### src/rtl/vga_frame_sequencer_pkg.sv
// Constants shared by the frame sequencer, its round-robin picker and the VGA timing generator.
package vga_frame_sequencer_pkg;

   localparam logic [10:0] VSYNC_BLANK_POS = 11'h7FF;
   localparam int          V_ACTIVE        = 480;

   localparam logic [1:0] ST_IDLE  = 2'd0;
   localparam logic [1:0] ST_SCAN  = 2'd1;
   localparam logic [1:0] ST_GRANT = 2'd2;

   function automatic int idx_width(input int n);
      return (n > 1) ? $clog2(n) : 1;
   endfunction

endpackage

### src/rtl/vga_rr_picker.sv
// Combinational round-robin search: first set bit of pending at or after ptr, wrapping modulo N_REQ.
module vga_rr_picker
   import vga_frame_sequencer_pkg::*;
#(
   parameter int N_REQ = 3,
   parameter int IW    = idx_width(N_REQ)
) (
   input  logic [N_REQ-1:0] pending,
   input  logic [IW-1:0]    ptr,
   output logic             found,
   output logic [IW-1:0]    idx
);

   logic [IW:0] pos;

   // Walk from the farthest offset down so the nearest set bit after ptr is written last.
   always_comb begin
      found = 1'b0;
      idx   = '0;
      pos   = '0;
      for (int i = N_REQ - 1; i >= 0; i--) begin
         pos = {1'b0, ptr} + (IW + 1)'(i);
         if (pos >= (IW + 1)'(N_REQ)) pos = pos - (IW + 1)'(N_REQ);
         if (pending[pos[IW-1:0]]) begin
            found = 1'b1;
            idx   = pos[IW-1:0];
         end
      end
   end

endmodule

### src/rtl/vga_frame_sequencer.sv
// Pixel-tick divider, vertical-blank entry detection and round-robin sharing of the blanking
// window among update requesters. Define VGA_FRAME_SEQ_OVERRUN_COUNT_EN to add overrun_count.
module vga_frame_sequencer
   import vga_frame_sequencer_pkg::*;
#(
   parameter int N_REQ        = 3,
   parameter int CLK_DIV      = 2,
   parameter int WINDOW_TICKS = 32000
) (
   input  logic             clk,
   input  logic             reset,
   input  logic [10:0]      Vpos,
   output logic             pix_en,
   output logic             frame_start,
   input  logic [N_REQ-1:0] req,
   input  logic [N_REQ-1:0] done,
   output logic [N_REQ-1:0] gnt,
   output logic             busy,
   input  logic             clr_overrun,
   output logic             overrun
`ifdef VGA_FRAME_SEQ_OVERRUN_COUNT_EN
   ,output logic [7:0]      overrun_count
`endif
);

   localparam int IW = idx_width(N_REQ);
   localparam int DW = (CLK_DIV > 1) ? $clog2(CLK_DIV) : 1;

   logic [DW-1:0]    div_q, div_d;
   logic             vblank_q, vblank_d;
   logic             frame_start_q, frame_start_d;
   logic [1:0]       state_q, state_d;
   logic [N_REQ-1:0] pending_q, pending_d;
   logic [IW-1:0]    rr_ptr_q, rr_ptr_d;
   logic [IW-1:0]    base_q, base_d;
   logic [IW-1:0]    idx_q, idx_d;
   logic [15:0]      budget_q, budget_d;
   logic             overrun_q, overrun_d;

   logic             tick;
   logic             expiry;
   logic             release_gnt;
   logic             overrun_set;
   logic [N_REQ-1:0] idx_oh;
   logic [N_REQ-1:0] pend_after;
   logic             pick_found;
   logic [IW-1:0]    pick_idx;

   vga_rr_picker #(.N_REQ(N_REQ)) u_picker (
      .pending (pending_q),
      .ptr     (base_q),
      .found   (pick_found),
      .idx     (pick_idx)
   );

   // NOTE: every signal gets a default at the top so no path through the block infers a latch.
   always_comb begin
      tick          = (div_q == DW'(CLK_DIV - 1));
      div_d         = tick ? '0 : div_q + 1'b1;
      vblank_d      = (Vpos == VSYNC_BLANK_POS);
      frame_start_d = vblank_d & ~vblank_q;

      expiry      = (budget_q == 16'(WINDOW_TICKS)) || !vblank_q;
      idx_oh      = N_REQ'(1) << idx_q;
      release_gnt = (state_q == ST_GRANT) && |(idx_oh & (done | ~req));
      pend_after  = release_gnt ? (pending_q & ~idx_oh) : pending_q;

      state_d     = state_q;
      pending_d   = pending_q;
      rr_ptr_d    = rr_ptr_q;
      base_d      = base_q;
      idx_d       = idx_q;
      budget_d    = (tick && state_q != ST_IDLE) ? budget_q + 16'd1 : budget_q;
      overrun_set = 1'b0;

      // The window scans from the pointer value held before this frame's advance.
      if (frame_start_q) begin
         overrun_set = (state_q != ST_IDLE);
         pending_d   = req;
         base_d      = rr_ptr_q;
         rr_ptr_d    = (rr_ptr_q == IW'(N_REQ - 1)) ? '0 : rr_ptr_q + 1'b1;
         budget_d    = '0;
         state_d     = ST_SCAN;
      end else begin
         case (state_q)
            ST_SCAN: begin
               if (expiry) begin
                  overrun_set = |pending_q;
                  state_d     = ST_IDLE;
               end else if (pick_found) begin
                  idx_d   = pick_idx;
                  state_d = ST_GRANT;
               end else begin
                  state_d = ST_IDLE;
               end
            end
            ST_GRANT: begin
               pending_d = pend_after;
               if (expiry) begin
                  overrun_set = |pend_after;
                  state_d     = ST_IDLE;
               end else if (release_gnt) begin
                  state_d = ST_SCAN;
               end
            end
            default: state_d = ST_IDLE;
         endcase
      end

      overrun_d = overrun_set ? 1'b1 : (clr_overrun ? 1'b0 : overrun_q);
   end

   // NOTE: state registers use non-blocking assignment so every flop samples pre-edge values.
   always_ff @(posedge clk) begin
      if (reset) begin
         div_q         <= '0;
         vblank_q      <= 1'b1;
         frame_start_q <= 1'b0;
         state_q       <= ST_IDLE;
         pending_q     <= '0;
         rr_ptr_q      <= '0;
         base_q        <= '0;
         idx_q         <= '0;
         budget_q      <= '0;
         overrun_q     <= 1'b0;
      end else begin
         div_q         <= div_d;
         vblank_q      <= vblank_d;
         frame_start_q <= frame_start_d;
         state_q       <= state_d;
         pending_q     <= pending_d;
         rr_ptr_q      <= rr_ptr_d;
         base_q        <= base_d;
         idx_q         <= idx_d;
         budget_q      <= budget_d;
         overrun_q     <= overrun_d;
      end
   end

   assign pix_en      = tick;
   assign frame_start = frame_start_q;
   assign busy        = (state_q != ST_IDLE);
   assign gnt         = (state_q == ST_GRANT) ? idx_oh : '0;
   assign overrun     = overrun_q;

`ifdef VGA_FRAME_SEQ_OVERRUN_COUNT_EN
   logic [7:0] ovr_cnt_q, ovr_cnt_d;

   always_comb begin
      ovr_cnt_d = ovr_cnt_q;
      if (overrun_set && clr_overrun)          ovr_cnt_d = 8'd1;
      else if (clr_overrun)                    ovr_cnt_d = 8'd0;
      else if (overrun_set && ovr_cnt_q != 8'hFF) ovr_cnt_d = ovr_cnt_q + 8'd1;
   end

   always_ff @(posedge clk) begin
      if (reset) ovr_cnt_q <= 8'd0;
      else       ovr_cnt_q <= ovr_cnt_d;
   end

   assign overrun_count = ovr_cnt_q;
`endif

endmodule

### config.mk
export PLATFORM = sky130hd
export DESIGN_NAME = vga_frame_sequencer
export DESIGN_NICKNAME = d
export VERILOG_FILES = /design/src/rtl/vga_frame_sequencer_pkg.sv /design/src/rtl/vga_rr_picker.sv /design/src/rtl/vga_frame_sequencer.sv
export SDC_FILE = /design/constraint.sdc
export NUM_CORES = 1
export LEC_CHECK = 0
export CAP_MARGIN = 20
export CORE_MARGIN = 5
export CORE_UTILIZATION = 40
export DETAILED_ROUTE_END_ITERATION = 12
export GPL_ROUTABILITY_DRIVEN = 0
export PLACE_DENSITY = 0.65
export REMOVE_ABC_BUFFERS = 1
export SLEW_MARGIN = 5
export SYNTH_ARGS = -nofsm -noshare
export SYNTH_HDL_FRONTEND = slang
export SYNTH_SLANG_ARGS = --single-unit
### constraint.sdc
create_clock -name clk -period 1.6 [get_ports clk]
set_input_delay 0.48 -clock clk [delete_from_list [all_inputs] [get_ports clk]]
set_output_delay 0.48 -clock clk [all_outputs]
set_load 0.005 [all_outputs]
==> metrics.md, run 1 <==
| Metric | Value |
|---|---|
| Top Ports | 27 |
| Die area | 5420 µm² |
| Total power | 1.431 mW |
| DR top layer | met4 |
| Sequential element share of the synthesized area | 0.3833 |
| DP Worst Slack | -0.3436 ns |
| Number of synthesized flops with an enable pin | 0 |
| Hold WC Path Type | reg2reg |
| Post-DRT Antenna Nets | 0 |
| Hold Startpoint | pix_en$_SDFF_PP0_ |
| Tmin final | 1.666 ns |
| Clk sinks | 31 |
| Worst VDD drop | 473.5 µV |
| Largest net degree at the start of global routing | 17 |
| Post-synth top cells | dfxtp_1 (31), nor2_1 (31), nand2_1 (15) |
| Worst Hold End | pix_en$_SDFF_PP0_ |
| Crit Path Category | reg2out |
| Post-Syn Area | 1619 µm² |
| Setup TNS | -0.2631 ns |
| # placed instances | 298 |
| Core area | 3971 µm² |
| Worst path most repeated cell | buf_6 |
| Clk slew on worst S/H paths | 0.07 ns |
| Top cells by area, synth | dfxtp_1 (38%), nor2_1 (7.2%), xnor2_1 (6.0%) |
| Die Height | 73.62 µm |
| Met2 wire len | 1.944 mm |
| Crit Path Max Fanout | 3 |
| Total CTS buffers | 5 |
| Number of max-cap violations | 0 |
| IO Port Bufs | 26 |
| Drt wl/cell | 13.58 µm |
| Setup Viol. Count Final | 10 |
| Reg2Reg Setup Slack | -0.05 ns |
| Initial antenna violation count | 0 |
| Drt drc | 0 |
| #FFs+latches synth | 31 |
| Max_slew headroom | 0.7832 |
| Fill cell count | 330 |
| Arrival time at the worst endpoint | 1.19 ns |
| Area grow syn2layout | 56.18% |
| CTS tree | built |
| Total track usage | 0.1626 |
| HPWL Detailed | 2.872 mm |
| R2r worst-path depth | 8 |
| Worst setup SP type | flop |
| Die X | 73.62 µm |
| Worst-case clock buffer depth | 2 |
| Antenna cell count | 0 |
| Final hold violations | 0 |
| F_max | 600.2 MHz |
| Crit path required time | 1.12 ns |
| GRT Residual Overflow | 0 |
| Clk_skew | 0.008579 ns |
| Initial Utilization | 0.4077 |
| H-tree Lvls | 2 |
| Rows | 23 |
| Top cell type by total area after synthesis | dfxtp_1 |
| Post-synth top flop | dfxtp_1 |
| Clock Latency Late Sink | 0.28 ns |
| Layout cell share with drive strength beyond 1 | 0.3870 |
| Slowest stage delay, CP | 0.34 ns |
| Status | finished, violations left |
| Cell Area, Placed | 2183 µm² |
| Worst hold stages | 1 |
| Top-area cell type share of the netlist area | 0.3833 |
| Syn Inst Count | 192 |
| Average size of a mapped cell | 8.433 µm² |
| Max-slew violation count | 0 |
| Final cycle utilization of the critical path | 1.041 |
| Least-Margin Pin Slew | 0.3211 ns |
| Vias in the first global route | 1,550 |
| First-pass GRT wire length | 6.851 mm |
| Setup WS post-layout | -0.06600 ns |
| Final wirelength | 4.224 mm |
| DR iter-0 viols | 103 |
| Post-CTS Hold Fix Bufs | 0 |
| RSZ-0062 raised after global routing | yes |
| Ys async rst share | 0 |
| Distinct cells, synth | 46 |
| Drt via density | 5.077 |
| Critical R2R Launch | base_q[0]$_SDFFE_PP0P_ |
| Core Util, Final | 0.6367 |
| Total number of yosys warnings | 0 |
| RR Endpoint | state_q[1]$_SDFFE_PP0P_ |
| Violated checks | negative setup slack |
| Pleak | 0.9935 nW |
| Final Non-Filler Cells | 311 |
| Minimum hold slack | 0.4454 ns |
| Nets | 289 |
| Non-Filler Cell Area, Final | 2529 µm² |
| CP endpoint kind | output pin |
| Metal3 WL | 179 µm |
| Cell area power density | 566.0 nW/µm² |
| Slowest stage cell, crit path | dfxtp_2 |
| Via count | 1,579 |
| CP cell instances | buf_6 -> ha_4 -> and3_4 -> buf_6 |
| M1 WL | 2.034 mm |
| Clock root cell | clkbuf_8 |
| 1st-pass router iterations | 4 |
[kinds of logic after synthesis]
logic type      Yosys count  share of synthesized area
buf+inv                  19                    0.05101
xor+xnor                 13                    0.07033
mux                       6                    0.03787
simple gates             84                     0.2589
flops                    31                     0.3833
fa+ha+maj                 9                    0.06646
compound gates           30                     0.1322
[worst max-delay path, delay by kind of cell, from the launching register on]
kind,cells,cell delay (ns)
buf+inv,2,0.23
fa+ha+maj,1,0.17
flops,1,0.34
simple gates,1,0.18
[area by class of cell]
class	instances	area, µm²	area share
multi-input cells	142	1129	0.4463
flip-flops and latches	31	634.4	0.2509
repair buffers	67	571.8	0.2261
clock buffers	6	72.57	0.02870
well taps	50	62.56	0.02474
inverters	15	58.81	0.02326
[flip-flops by register name, indices dropped and copies added, names as in the netlist]
| register | cells |
|---|---|
| vblank_q | 1 |
| idx_q | 2 |
| pending_q | 3 |
| base_q | 2 |
| rr_ptr_q | 2 |
| state_q | 2 |
| overrun | 1 |
| pix_en | 1 |
| budget_q | 16 |
| frame_start | 1 |
[power by group]
part	internal, mW	switching, mW
sequential	0.772	0.00288
clock	0.289	0.263
combinational	0.0692	0.0358
[placed cells by master (no fill, tap or decap), drive strengths merged, types with 3 or more instances in the layout]
master          n
buf            44
nor2           31
dfxtp          31
clkdlybuf4s50  17
nand2          16
inv            14
xnor2          11
a21oi           9
clkbuf          7
ha              7
o21ai           6
nand3           6
nand4           5
mux2i           5
nor3            5
dlygate4sd2     4
nor4            4
or3             3
o2111ai         3
[worst max-delay path by stage]
stage                            start                   endpoint  cells after the start
2_1_floorplan  state_q[0]$_SDFFE_PP0P_  budget_q[10]$_SDFFE_PP0P_                      6
3_3_place_gp                    req[0]    state_q[0]$_SDFFE_PP0P_                      6
3_5_place_dp                    req[0]       overrun$_SDFFE_PP0P_                      6
4_1_cts        state_q[1]$_SDFFE_PP0P_                     gnt[1]                      4
5_1_grt        state_q[0]$_SDFFE_PP0P_   budget_q[8]$_SDFFE_PP0P_                      8
6_report       state_q[1]$_SDFFE_PP0P_                     gnt[1]                      4
[layer usage]
| layer | vias up | GRT usage |
|---|---|---|
| li1 | 804 | - |
| met1 | 732 | 0.2152 |
| met2 | 37 | 0.2520 |
| met3 | 6 | 0.04514 |
| met4 | 0 | 0.05835 |
| met5 | - | 0 |
[timing repair]
action	4_1_cts	5_1_grt
endpoints found under the setup margin	22	22
resized for setup	58	21
buffers inserted	7	0
pin swaps	14	8
Power figures use the tool's default switching activity.
==> run 2: changes to the inputs <==
PLACE_DENSITY = 0.76   (was 0.65)
SKIP_LAST_GASP = 1   (was not set)
==> run 2 against run 1 <==
The run still ends with negative setup slack left. Sequential share of layout area down 1.4 points. Combinational power about the same. Wire length is 11% higher. First-iteration DRC count is 17% lower. Worst setup slack worse by 0.053 ns. Fmax fell by 3.1%. Count of clock-buffer cells in the layout increased by 2. Largest cell class unchanged.
==> metrics.md, run 2 (same netlist as run 1, synthesis figures left out) <==
| Metric | Value |
|---|---|
| Status | finished, violations left |
| Violated checks | negative setup slack |
| Drt wl/cell | 14.64 µm (+7.8%) |
| Arrival time at the worst endpoint | 1.94 ns (+0.75 ns) |
| Rows | 23 (unchanged) |
| Core area | 3971 µm² (unchanged) |
| Final Non-Filler Cells | 320 (+2.9%) |
| Final cycle utilization of the critical path | 1.075 (+0.03336) |
| Die X | 73.62 µm (unchanged) |
| Crit Path Max Fanout | 4 (+1) |
| Clock Latency Late Sink | 0.29 ns (about the same) |
| Cell area power density | 582.8 nW/µm² (+3.0%) |
| 1st-pass router iterations | 5 (+1) |
| Total track usage | 0.1811 (+0.01851) |
| Fill cell count | 288 (-13%) |
| Largest register FFs | 16 (unchanged) |
| Top reg by flops | budget_q |
| Number of max-cap violations | 0 (unchanged) |
| Die area | 5420 µm² (unchanged) |
| DR iter-0 viols | 85 (-17%) |
| Pleak | 1.059 nW (+6.6%) |
| CTS tree | built |
| Most common cell after layout, fill and taps aside | buf_4 |
| Antenna cell count | 0 (unchanged) |
| Clk sinks | 31 (unchanged) |
| DP Worst Slack | -0.3745 ns (-0.03092 ns) |
| Clk slew on worst S/H paths | 0.07 ns (about the same) |
| Initial antenna violation count | 0 (unchanged) |
| IO Port Bufs | 26 (unchanged) |
| Layout cell share with drive strength beyond 1 | 0.4333 (+0.04636) |
| Post-DRT Antenna Nets | 0 (unchanged) |
| Area grow syn2layout | 65.69% |
| Final wirelength | 4.684 mm (+11%) |
| Post-CTS Hold Fix Bufs | 0 (unchanged) |
| Least-Margin Pin Slew | 0.3273 ns (+0.006201 ns) |
| Largest net degree at the start of global routing | 17 (unchanged) |
| Commonest non-fill, non-tap cells in the layout | buf_4 (41), nor2_1 (26), dfxtp_1 (24) |
| Drt via density | 5.197 (+2.4%) |
| Total power | 1.564 mW (+9.2%) |
| H-tree Lvls | 2 (unchanged) |
| GRT Residual Overflow | 0 (unchanged) |
| Total CTS buffers | 5 (unchanged) |
| Worst VDD drop | 351.9 µV (-26%) |
| F_max | 581.6 MHz (-3.1%) |
| First-pass GRT wire length | 7.514 mm (+9.7%) |
| Hold WC Path Type | reg2reg |
| Via count | 1,663 (+5.3%) |
| Setup WS post-layout | -0.1194 ns (-0.05337 ns) |
| Setup Viol. Count Final | 19 (+9) |
| Final hold violations | 0 (unchanged) |
| Worst setup SP type | flop |
| Drt drc | 0 (unchanged) |
| Crit path required time | 1.82 ns (+0.70 ns) |
| Nets | 296 (+2.4%) |
| Tmin final | 1.719 ns (+0.05337 ns) |
| Crit Path Category | reg2reg |
| Vias in the first global route | 1,671 (+7.8%) |
| Initial Utilization | 0.4077 (unchanged) |
| # placed instances | 299 (+0.34%) |
| Top Registers | budget_q: 16 flops, pending_q: 3 flops |
| Die Height | 73.62 µm (unchanged) |
| Clk_skew | 0.006857 ns (-0.001723 ns) |
| Top Ports | 27 (unchanged) |
| RSZ-0062 raised after global routing | yes |
| HPWL Detailed | 2.968 mm (+3.3%) |
| CP endpoint kind | flop |
| Clock root cell | clkbuf_8 |
| Worst-case clock buffer depth | 2 (unchanged) |
| Max-slew violation count | 0 (unchanged) |
| Max_slew headroom | 0.7805 (-0.002766) |
==> run 2: changes by cell type in the layout (fill, tap and decap cells not counted), sizes merged <==
cell,delta
buf,+8
clkdlybuf4s50,-2
clkbuf,+1
dlygate4sd2,+1
dlymetal6s2s,+1
==> run 2: stage by stage <==
| stage | hold slack [ns] | cell area [µm²] | utilization | setup TNS (ns) |
|---|---|---|---|---|
| floorplan | 0.4241 | 1593 | - | -0.7472 |
| global placement | 0.4244 | 2191 | 0.5517 | -3.513 |
| detailed placement | 0.4427 | 2191 | 0.5517 | -3.971 |
| CTS | 0.4652 | 2489 | 0.6267 | -0.5210 |
| global route | 0.4948 | 2683 | 0.6755 | -2.441 |
| finish | 0.4703 | 2683 | 0.6755 | -1.168 |
==> run 2: report_power, final <==
group	internal, mW	total, mW	switching [mW]
clock	0.392	0.682	0.290
combinational	0.0687	0.107	0.0386
sequential	0.771	0.774	0.00310
total	1.23	1.56	0.331
==> run 2: worst max-delay path: stages (launching register included) <==
cell and delay, ns:
dfxtp_2 0.35, buf_6 0.10, inv_4 0.03, ha_4 0.17
nor2b_4 0.11, buf_4 0.11, nand4_1 0.15, buf_6 0.19
or3_4 0.32, a21oi_2 0.12
==> run 2: routing by layer <==
layer	wire length [µm]	track usage
met3	279	0.04104
met4	89	0.07847
met5	0	0
met2	2325	0.3071
met1	1989	0.2172
==> run 2: final cells by class <==
cell class / instances / area [µm²] / area share
well taps: 50 / 62.56 / 0.02332
repair buffers: 74 / 655.6 / 0.2444
clock buffers: 8 / 100.1 / 0.03731
flip-flops and latches: 31 / 634.4 / 0.2365
inverters: 15 / 58.81 / 0.02192
multi-input cells: 142 / 1171 / 0.4366
==> run 2: final timing paths <==
| check | startpoint | end | slack (ns) | cells after the start |
|---|---|---|---|---|
| setup reg to reg | state_q[1]$_SDFFE_PP0P_ | budget_q[10]$_SDFFE_PP0P_ | -0.12 | 9 |
| hold / removal | pix_en$_SDFF_PP0_ | pix_en$_SDFF_PP0_ | 0.47 | 1 |
| hold reg to reg | pix_en$_SDFF_PP0_ | pix_en$_SDFF_PP0_ | 0.47 | 1 |
| setup / recovery | state_q[1]$_SDFFE_PP0P_ | budget_q[10]$_SDFFE_PP0P_ | -0.12 | 9 |
==> run 2: timing repair <==
item / CTS / global route
pin swaps: 18 / 22
setup buffers: 6 / 8
gates resized for setup: 66 / 32
setup endpoints to repair: 24 / 21
